===== config.mk =====
export PLATFORM = sky130hd
export DESIGN_NAME = cla_adder_pipe
export DESIGN_NICKNAME = d
export VERILOG_FILES = /design/src/rtl/cla_pkg.sv /design/src/rtl/cla_group4.sv /design/src/rtl/cla_adder_pipe.sv
export SDC_FILE = /design/constraint.sdc
export NUM_CORES = 1
export LEC_CHECK = 0
export ABC_AREA = 1
export CORE_ASPECT_RATIO = 1.25
export CORE_UTILIZATION = 51
export CTS_CLUSTER_DIAMETER = 200
export DETAILED_ROUTE_END_ITERATION = 12
export PLACE_DENSITY_LB_ADDON = 0.25
export SLEW_MARGIN = 10
export SYNTH_ARGS = -nofsm -noshare
export SYNTH_HDL_FRONTEND = slang
export SYNTH_HIERARCHICAL = 1
export SYNTH_SLANG_ARGS = --single-unit

===== constraint.sdc =====
create_clock -name clk -period 2.7 [get_ports clk]
set_clock_uncertainty 0.15 [all_clocks]
set_input_delay 0.405 -clock clk [delete_from_list [all_inputs] [get_ports clk]]
set_output_delay 0.405 -clock clk [all_outputs]
set_load 0.02 [all_outputs]

===== src/rtl/cla_pkg.sv =====
// rtl/cla_pkg.sv - shared constants and parameter legality checks for the CLA pipeline
package cla_pkg;

  localparam int GRP_W = 4;

  function automatic bit width_ok(input int width);
    return (width >= GRP_W) && ((width % GRP_W) == 0);
  endfunction

  // Short-circuit keeps the modulo away from stages == 0.
  function automatic bit stages_ok(input int width, input int stages);
    return (stages >= 1) && (((width / GRP_W) % stages) == 0);
  endfunction

endpackage


===== src/rtl/cla_group4.sv =====
// rtl/cla_group4.sv - 4-bit carry-lookahead group: carries C[4:1] and group sum
module cla_group4 (
  input  logic [3:0] p,
  input  logic [3:0] g,
  input  logic       ci,
  output logic [4:1] c,
  output logic [3:0] s
);

  assign c[1] = g[0] | (p[0] & ci);
  assign c[2] = g[1] | (p[1] & g[0]) | (p[1] & p[0] & ci);
  assign c[3] = g[2] | (p[2] & g[1]) | (p[2] & p[1] & g[0]) | (p[2] & p[1] & p[0] & ci);
  assign c[4] = g[3] | (p[3] & g[2]) | (p[3] & p[2] & g[1]) | (p[3] & p[2] & p[1] & g[0])
              | (p[3] & p[2] & p[1] & p[0] & ci);

  assign s = p ^ {c[3], c[2], c[1], ci};

endmodule


===== src/rtl/cla_adder_pipe.sv =====
// rtl/cla_adder_pipe.sv - pipelined carry-lookahead adder/subtractor with valid/ready flow control
module cla_adder_pipe
  import cla_pkg::*;
#(
  parameter int WIDTH  = 16,
  parameter int STAGES = 2
) (
  input  logic             clk,
  input  logic             rst_n,
  input  logic             in_valid,
  output logic             in_ready,
  input  logic [WIDTH-1:0] a,
  input  logic [WIDTH-1:0] b,
  input  logic             ci,
  input  logic             sub,
  output logic             out_valid,
  input  logic             out_ready,
  output logic [WIDTH-1:0] sum,
  output logic             cout,
  output logic             ovf,
  output logic             zero
);

  localparam int NG  = WIDTH / GRP_W;
  localparam int GPS = NG / STAGES;
  localparam int SW  = GPS * GRP_W;

  if (!width_ok(WIDTH) || !stages_ok(WIDTH, STAGES)) begin : g_bad_cfg
    $error("cla_adder_pipe: illegal WIDTH/STAGES combination");
  end

  logic             adv;
  logic [WIDTH-1:0] b_eff;
  logic             c_in0;

  assign adv      = !out_valid || out_ready;
  assign in_ready = adv;
  assign b_eff    = sub ? ~b : b;
  assign c_in0    = sub | ci;

  // Stage k consumes the low SW bits of what is left of the operands and
  // appends its group sums above the sum bits produced by earlier stages.
  for (genvar k = 0; k < STAGES; k++) begin : g_stage
    localparam int LO = k * SW;

    logic [WIDTH-LO-1:0] a_i;
    logic [WIDTH-LO-1:0] b_i;
    logic                c_i;
    logic                v_i;
    logic [SW-1:0]       grp_s;
    logic [LO+SW-1:0]    s_n;
    logic [GPS:0]        cc;

    if (k == 0) begin : g_head
      assign a_i = a;
      assign b_i = b_eff;
      assign c_i = c_in0;
      assign v_i = in_valid;
      assign s_n = grp_s;
    end else begin : g_body
      assign a_i = g_stage[k-1].g_reg.a_q;
      assign b_i = g_stage[k-1].g_reg.b_q;
      assign c_i = g_stage[k-1].g_reg.c_q;
      assign v_i = g_stage[k-1].g_reg.v_q;
      assign s_n = {grp_s, g_stage[k-1].g_reg.s_q};
    end

    assign cc[0] = c_i;

    for (genvar j = 0; j < GPS; j++) begin : g_grp
      logic [3:0] p_w;
      logic [3:0] g_w;
      logic [4:1] c_w;

      assign p_w = a_i[j*GRP_W +: GRP_W] ^ b_i[j*GRP_W +: GRP_W];
      assign g_w = a_i[j*GRP_W +: GRP_W] & b_i[j*GRP_W +: GRP_W];

      cla_group4 u_grp (
        .p  (p_w),
        .g  (g_w),
        .ci (cc[j]),
        .c  (c_w),
        .s  (grp_s[j*GRP_W +: GRP_W])
      );

      assign cc[j+1] = c_w[4];
    end

    if (k < STAGES - 1) begin : g_reg
      logic [WIDTH-LO-SW-1:0] a_q;
      logic [WIDTH-LO-SW-1:0] b_q;
      logic [LO+SW-1:0]       s_q;
      logic                   c_q;
      logic                   v_q;

      always_ff @(posedge clk or negedge rst_n) begin
        if (!rst_n) begin
          v_q <= 1'b0;
          c_q <= 1'b0;
          s_q <= '0;
          a_q <= '0;
          b_q <= '0;
        end else if (adv) begin
          v_q <= v_i;
          c_q <= cc[GPS];
          s_q <= s_n;
          a_q <= a_i[WIDTH-LO-1:SW];
          b_q <= b_i[WIDTH-LO-1:SW];
        end
      end
    end
  end

  // The last stage's combinational result lands directly in the output register.
  always_ff @(posedge clk or negedge rst_n) begin
    if (!rst_n) begin
      out_valid <= 1'b0;
      sum       <= '0;
      cout      <= 1'b0;
      ovf       <= 1'b0;
      zero      <= 1'b0;
    end else if (adv) begin
      out_valid <= g_stage[STAGES-1].v_i;
      sum       <= g_stage[STAGES-1].s_n;
      cout      <= g_stage[STAGES-1].cc[GPS];
      ovf       <= g_stage[STAGES-1].g_grp[GPS-1].c_w[3] ^ g_stage[STAGES-1].cc[GPS];
      zero      <= (g_stage[STAGES-1].s_n == '0);
    end
  end

endmodule


# Yosys cells after proc, flatten, opt, wreduce, memory -nomap -nowiden
# Index checks and enable logic that the tools add are counted.
# totals
mem_bits_ro	0
memories	0
reg_bits	46
ramBits	0
latch_bits	0
# op_classes
bitwise_logic	119
n_reduce_logical	3
shift	0
muxes	1
n_addsub	0
order_cmp	0
eq_ne	0
mul	0
n_div	0
# op_table
operator	count
bitwise AND 1 bit	64
bitwise OR 1 bit	41
XOR 4 bit	8
bitwise AND 4 bit	4
logical NOT 16 bit	1
2-to-1 mux 16 bit	1
inverter 16 bit	1
logical NOT 1 bit	1
logical OR 1 bit	1
XOR 1 bit	1

# Depth between registers and ports, before layout
# Gate-level depths: netlist of run 1.
# depth
word_depth	11
ltp_mapped	14
depth_no_buf	14

# Hierarchy
# Netlist of run 1, hierarchy kept.
# modules_own_cells
module	n_inst	seq_area_each_um2	cells_each	area_each_um2
cla_adder_pipe	1	1151.1	229	2160.8
cla_group4	4	0.0	25	128.9

# Worst setup path before layout of run 1
# Ideal clock, no wire load.
# synth_path
path_type	input -> register
startpoint	in sub
endpoint	reg g_stage[0].g_reg.s_q[5]
setup_slack_ns	0.441
t_arrival_ns	2.044
path_buffers	2
stages	13
cell_sequence	buf_6 -> buf_12 -> xor2_1 -> ha_1 -> nand2_1 -> nand3_1 -> nand3_1 -> nand2_1 -> ha_1 -> nor2_1 -> xnor2_1 -> nand2_1 -> nand2_1
# synth_rtl
item	line	text
from (decl)	cla_adder_pipe.sv:15	input logic sub,
2-to-1 mux 16 bit (*)	cla_adder_pipe.sv:38	assign b_eff = sub ? ~b : b;
XOR 4 bit (*)	cla_adder_pipe.sv:75	assign p_w = a_i[j*GRP_W +: GRP_W] ^ b_i[j*GRP_W +: GRP_W];
net g_stage[0].g_grp[0].p_w[1]	cla_adder_pipe.sv:71	logic [3:0] p_w;
bitwise AND 1 bit (*)	cla_group4.sv:13, cla_group4.sv:14	
bitwise AND 1 bit (on tied branches)	cla_group4.sv:13, cla_group4.sv:14	
bitwise OR 1 bit or bitwise AND 1 bit (tied branches)	cla_group4.sv:13, cla_group4.sv:14	
bitwise OR 1 bit (*)	cla_group4.sv:14	| (p[3] & p[2] & p[1] & p[0] & ci);
net g_stage[0].g_grp[0].c_w, one bit	cla_adder_pipe.sv:73	logic [4:1] c_w;
bitwise AND 1 bit (*)	cla_group4.sv:10	assign c[1] = g[0] | (p[0] & ci);
bitwise OR 1 bit (*)	cla_group4.sv:10	
XOR 4 bit (*)	cla_group4.sv:16	assign s = p ^ {c[3], c[2], c[1], ci};
net g_stage[0].grp_s[5]	cla_adder_pipe.sv:50	logic [SW-1:0] grp_s;
to (signal assigned)	cla_adder_pipe.sv:106	s_q <= s_n;
to (decl)	cla_adder_pipe.sv:92	logic [LO+SW-1:0] s_q;
# The timed path passes the listed nets; every way through them passes the cells marked *.
# A chain may end at the register's enable or synchronous reset.

# Worst setup path after layout of run 1
# Same ends and word-level chain as after synthesis.

==> summary.md, run 1 <==
| Metric | Value |
|---|---|
| Status | `complete, no violations` |
| Input/output buffers | `58` |
| Crit path cell chain | `clkdlybuf4s50_1 > xor2_1 > ha_1 > nand3_1 > nand3_1 > nand3_1 > nand2_1 > ha_1 > nor2_1 > xnor2_1 > nand2_1 > nand2_1` |
| Commonest cells after routing, fill and taps aside | `nand2_1 (120), clkdlybuf4s50_1 (57), dfrtp_1 (46)` |
| H-tree levels | `2` |
| Net Sw Frac | `0.366` |
| Vias in the first global route | `2,083` |
| Final Cycle Share | `0.921` |
| CTS buffer count | `5` |
| Largest net degree at the start of global routing | `56` |
| Fin crit period | `2490 ps` |
| Postcts setup bufs | `0` |
| Slew Viols, Final | `0` |
| Routed Antenna Nets | `0` |
| GRT overflow | `0` |
| Fmax | `402 MHz` |
| CTS tree | `done` |
| Max Buffers Root-to-Sink | `2` |
| Peak supply drop | `0.340 mV` |
| Drt pass-1 iters | `4` |
| Fin. Hold Viols | `0` |
| Worst Path Buf+Inv | `1` |
| Psw | `0.000951 W` |
| Hold-fix buffers, CTS | `0` |
| Total Routing Usage GR | `0.216` |
| Clock Power Share | `0.194` |
| N_diodes | `0` |
| Post-Syn Instances | `325` |
| Cell-internal power | `0.00165 W` |
| MaxCap Viol Count | `0` |
| RSZ-0062 raised after global routing | `no` |
| Skew-Pair Late Insertion Delay | `300 ps` |
| Fraction of layout cells with a size suffix above 1 | `0.0753` |
| Syn Nets | `383` |
| Nets | `442` |
| P_leak | `1.68 nW` |
| Setup CP Type | `input pin to flip-flop` |
| Worst Max-Slew Pin Slew | `578 ps` |
| Die H | `82.8 um` |
| Initial antenna violation count | `0` |
| Initial core utilization | `0.528` |
| Yosys warns | `6` |
| CP max stage delay | `540 ps` |
| Synthesized area | `2660 um2` |
| Placeable core area | `5040 um2` |
| Clk slew on worst S/H paths | `90 ps` |
| Commonest non-fill, non-tap cell in the layout | `nand2_1` |
| Post-Route WL | `5390 um` |
| DR iter-0 viols | `75` |
| Pwr Density | `773 nW/um2` |
| Die width | `66.6 um` |
| DRC | `0` |
| CP max FO | `6` |
| Final Non-Filler Cells | `447` |
| FP Rows | `29` |
| Vias/cell | `4.99` |
| Placer Congestion | `0.754` |
| Rel. slew slack | `0.614` |
| Crit start category | `input pin` |
| Logic pwr share | `0.428` |
| IO Pins | `59` |
| Root buf cell | `clkbuf_8` |
| Cts repair resizes | `0` |
| Total power | `0.00260 W` |
| Inst Count DP | `439` |
| WL/cell | `12.0 um` |
| Worst endpoint data arrival time | `2580 ps` |
| Vias | `2,231` |
| Post-DP HPWL | `3950 um` |
| Family with the most delay on the worst path | `simple AND/OR/NAND/NOR gates` |
| Worst path slowest cell | `clkdlybuf4s50_1` |
| Worst setup EP type | `flip-flop` |
| Mapped Avg Cell Area | `8.19 um2` |
| Die area | `5510 um2` |
| Final Setup Violations | `0` |
| P&R area growth vs syn | `26.5%` |
| First-pass GRT wire length | `8930 um` |
| Sequential cell fraction of total power | `0.378` |
| Hold Path Class | `input pin to async pin` |
| CTS Sinks | `46` |
| WP data required | `2790 ps` |
==> power by group through the flow <==
| stage | clock network [W] | registers [W] | logic (W) |
|---|---|---|---|
| finish | 0.000505 | 0.000983 | 0.00111 |
| global route | 0.000545 | 0.00101 | 0.00125 |
| CTS | 0.000519 | 0.000985 | 0.00112 |
| detailed placement | 0 | 0.000997 | 0.00112 |
| global placement | 0 | 0.000996 | 0.00109 |
| floorplan | 0 | 0.00111 | 0.000579 |
==> sequential cells by signal, summed over array words and instances (netlist names) <==
register / cells
g_stage.g_reg.a_q: 8
sum: 16
out_valid: 1
cout: 1
ovf: 1
g_stage.g_reg.s_q: 8
g_stage.g_reg.v_q: 1
g_stage.g_reg.b_q: 8
zero: 1
g_stage.g_reg.c_q: 1
==> metal layers <==
| metal | wire (um) | up-vias | track usage |
|---|---|---|---|
| met5 | 0 | - | 0 |
| met4 | 131 | 0 | 0.117 |
| met3 | 211 | 12 | 0.0412 |
| met2 | 2580 | 60 | 0.371 |
| met1 | 2460 | 1011 | 0.253 |
| li1 | - | 1148 | - |
==> layout make-up <==
type                    count  area, um2
repair buffers             62        606
multi-input cells         246       1330
well taps                  62       77.6
flip-flops and latches     46       1150
clock buffers               5       68.8
inverters                  23       88.8
fillers                   446       1680
clock inverters             3       40.0
==> worst paths after layout <==
path	from	endpoint	slack, ps	cells past startpoint
worst max-delay path	sub	g_stage[0].g_reg.s_q[5]	210	12
worst min-delay path	rst_n	sum[13]	30	2
worst max register to register	g_stage[0].g_reg.a_q[1]	zero	480	13
worst min register to register	g_stage[0].g_reg.v_q	out_valid	310	2
max in group asynchronous	rst_n	sum[11]	1970	2
min in group clk	g_stage[0].g_reg.v_q	out_valid	310	2
==> per-stage QoR <==
step                      cell area, um2  utilization  hold WS [ps]  setup slack (ps)  setup TNS (ps)
after global routing                3370        0.667          90.7              67.5               0
final                               3370        0.667          25.8               214               0
after global placement              3260        0.646           278              61.4               0
after CTS                           3370        0.667          47.0               243               0
after detailed placement            3260        0.646           289             -82.7            -119
after floorplan                     2660            -         -40.6               480               0
Note: power is estimated with default switching activity, not from simulation.
==> run 2, diff against run 1 <==
--- a/config.mk
+++ b/config.mk
@@ -6,6 +6,7 @@
 export NUM_CORES = 1
 export LEC_CHECK = 0
 export ABC_AREA = 1
+export ABC_CLOCK_PERIOD_IN_PS = 2700
 export CORE_ASPECT_RATIO = 1.25
 export CORE_UTILIZATION = 51
 export CTS_CLUSTER_DIAMETER = 200
==> results of run 2 <==
The final DEF is identical to that of run 1; final timing and power are the same.
==> run 3, diff against run 2 <==
--- a/config.mk
+++ b/config.mk
@@ -6,9 +6,9 @@
 export NUM_CORES = 1
 export LEC_CHECK = 0
 export ABC_AREA = 1
-export ABC_CLOCK_PERIOD_IN_PS = 2700
+export ABC_CLOCK_PERIOD_IN_PS = 2210
 export CORE_ASPECT_RATIO = 1.25
-export CORE_UTILIZATION = 51
+export CORE_UTILIZATION = 46
 export CTS_CLUSTER_DIAMETER = 200
 export DETAILED_ROUTE_END_ITERATION = 12
 export PLACE_DENSITY_LB_ADDON = 0.25
==> constraint.sdc (replaced) <==
create_clock -name clk -period 2.21 [get_ports clk]
set_clock_uncertainty 0.15 [all_clocks]
set_input_delay 0.221 -clock clk [delete_from_list [all_inputs] [get_ports clk]]
set_output_delay 0.221 -clock clk [all_outputs]
set_load 0.02 [all_outputs]
==> run 3 against run 2 <==
Against the previous run:
- sequential share of layout area decreased by 1.4 points
- register-to-register slack lost 350 ps
- flip-flop and latch count is the same
- die area grew 11%
- critical path depth rose by 1
- utilization down 3.2 points
- critical path type is now flip-flop to flip-flop
- largest cell class unchanged
==> summary.md, run 3 (synthesis results as in run 1) <==
| Metric | Value |
|---|---|
| CTS buffer count | `5` |
| Commonest non-fill, non-tap cell in the layout | `nand2_1` |
| CP max stage delay | `420 ps` |
| Peak supply drop | `0.376 mV` |
| Die H | `87.0 um` |
| Slew Viols, Final | `0` |
| Input/output buffers | `58` |
| Rel. slew slack | `0.620` |
| Vias in the first global route | `2,196` |
| Hold Path Class | `input pin to async pin` |
| Final design utilization | `0.636` |
| Postcts setup bufs | `0` |
| MaxCap Viol Count | `0` |
| Root buf cell | `clkbuf_8` |
| Largest net degree at the start of global routing | `56` |
| Register name with the most flops | `sum` |
| First-pass GRT wire length | `9440 um` |
| GRT overflow | `0` |
| Fin crit period | `2080 ps` |
| Placed cell area | `3350 um2` |
| DRC | `0` |
| Initial antenna violation count | `0` |
| CP endpoint | `zero` |
| N_diodes | `0` |
| Vias/cell | `4.93` |
| CTS Sinks | `46` |
| Nets | `454` |
| CP startpoint | `g_stage[0].g_reg.a_q[1]` |
| CP max FO | `3` |
| Placer Congestion | `0.842` |
| DR iter-0 viols | `106` |
| Crit start category | `flip-flop` |
| Fin. Hold Viols | `0` |
| Vias | `2,275` |
| Final instance area | `3510 um2` |
| Worst r2r path cells | `13` |
| Final Non-Filler Cells | `461` |
| Setup CP Type | `flip-flop to flip-flop` |
| Drt pass-1 iters | `4` |
| Status | `complete, no violations` |
| IO Pins | `59` |
| P_leak | `1.75 nW` |
| FP Rows | `30` |
| Placeable core area | `5520 um2` |
| Reg2reg end | `zero` |
| Clk slew on worst S/H paths | `90 ps` |
| H-tree levels | `2` |
| Final Cycle Share | `0.941` |
| Post-Route WL | `5490 um` |
| Inst Count DP | `452` |
| WL/cell | `11.9 um` |
| Max reg flops | `16` |
| Total Routing Usage GR | `0.193` |
| Skew-Pair Late Insertion Delay | `300 ps` |
| Pwr Density | `906 nW/um2` |
| Hold Slack | `299 ps` |
| Worst r2r src | `g_stage[0].g_reg.a_q[1]` |
| Worst setup EP type | `flip-flop` |
| Fillers | `485` |
| Die width | `70.0 um` |
| Total power | `0.00318 W` |
| Routed Antenna Nets | `0` |
| P&R area growth vs syn | `31.8%` |
| WP data required | `2260 ps` |
| Worst endpoint data arrival time | `2120 ps` |
| R2R setup slack | `130 ps` |
| Max Buffers Root-to-Sink | `2` |
| FF+latch area | `1150 um2` |
| Worst Max-Slew Pin Slew | `570 ps` |
| Initial core utilization | `0.482` |
| Fmax | `481 MHz` |
| Final Setup Violations | `0` |
| Multi-input gate area | `1380 um2` |
| Die area | `6100 um2` |
| Commonest cells after routing, fill and taps aside | `nand2_1 (118), clkdlybuf4s50_1 (56), dfrtp_1 (46)` |
| Worst path slowest cell | `dfrtp_1` |
| Fraction of layout cells with a size suffix above 1 | `0.118` |
| CTS tree | `done` |
| Crit path cell chain | `ha_4 > nand3_1 > nand3_2 > nand3_1 > nand2_2 > ha_1 > nor2_1 > xnor2_1 > nor2_1 > nand2_1 > nor2_1 > nand3_1 > nand2_1` |
| Post-DP HPWL | `4160 um` |
[run 3: area by class of cell]
cell class,count,share of cell area
Clock buffer,6,0.0235
Clock inverter,2,0.00464
Inverter,23,0.0253
Multi-Input combinational cell,246,0.393
Sequential cell,46,0.328
Tap cell,64,0.0228
Timing Repair Buffer,74,0.202
[run 3: timing repair]
item,in CTS,in global routing
gates cloned,0,0
gates resized for setup,1,7
hold buffers,1,0
setup endpoints to repair,1,4
pin swaps,0,2
hold endpoints to repair,23,0
[run 3: routing by layer]
metal  global-route usage  share of wire  vias up
met4               0.0564          0.013        0
li1                     -              -     1171
met1                0.242           0.45     1045
met2                0.340           0.49       53
met3               0.0336          0.042        6
met5                    0              0        -
[run 3: power breakdown]
part	switching, W	internal [W]
logic	0.000757	0.000662
registers	0.000146	0.00107
clock network	0.000287	0.000258
total	0.00119	0.00199
[run 3: how the worst min path moves through the flow]
stage	depth (start not counted)	from	slack, ps	endpoint
after floorplan	0	rst_n	-220	cout
after global placement	1	rst_n	90	g_stage[0].g_reg.b_q[4]
after detailed placement	1	rst_n	100	g_stage[0].g_reg.b_q[4]
after CTS	2	rst_n	310	g_stage[0].g_reg.a_q[7]
after global routing	3	a[8]	330	g_stage[0].g_reg.a_q[0]
final	2	rst_n	300	g_stage[0].g_reg.a_q[7]
[run 3: critical path: cells and delay by family (launching register included)]
| family | cells | cell delay (ps) |
|---|---|---|
| XOR/XNOR | 1 | 160 |
| AND/OR/NAND/NOR | 10 | 810 |
| flip-flops | 1 | 420 |
| adder cells (fa/ha/maj) | 2 | 440 |
[run 3: metrics by stage]
step	setup TNS, ps	setup WS (ps)
after global routing	-1.17	-1.17
after floorplan	0	174
after detailed placement	-1420	-348
after global placement	-881	-220
after CTS	0	12.0
final	0	131
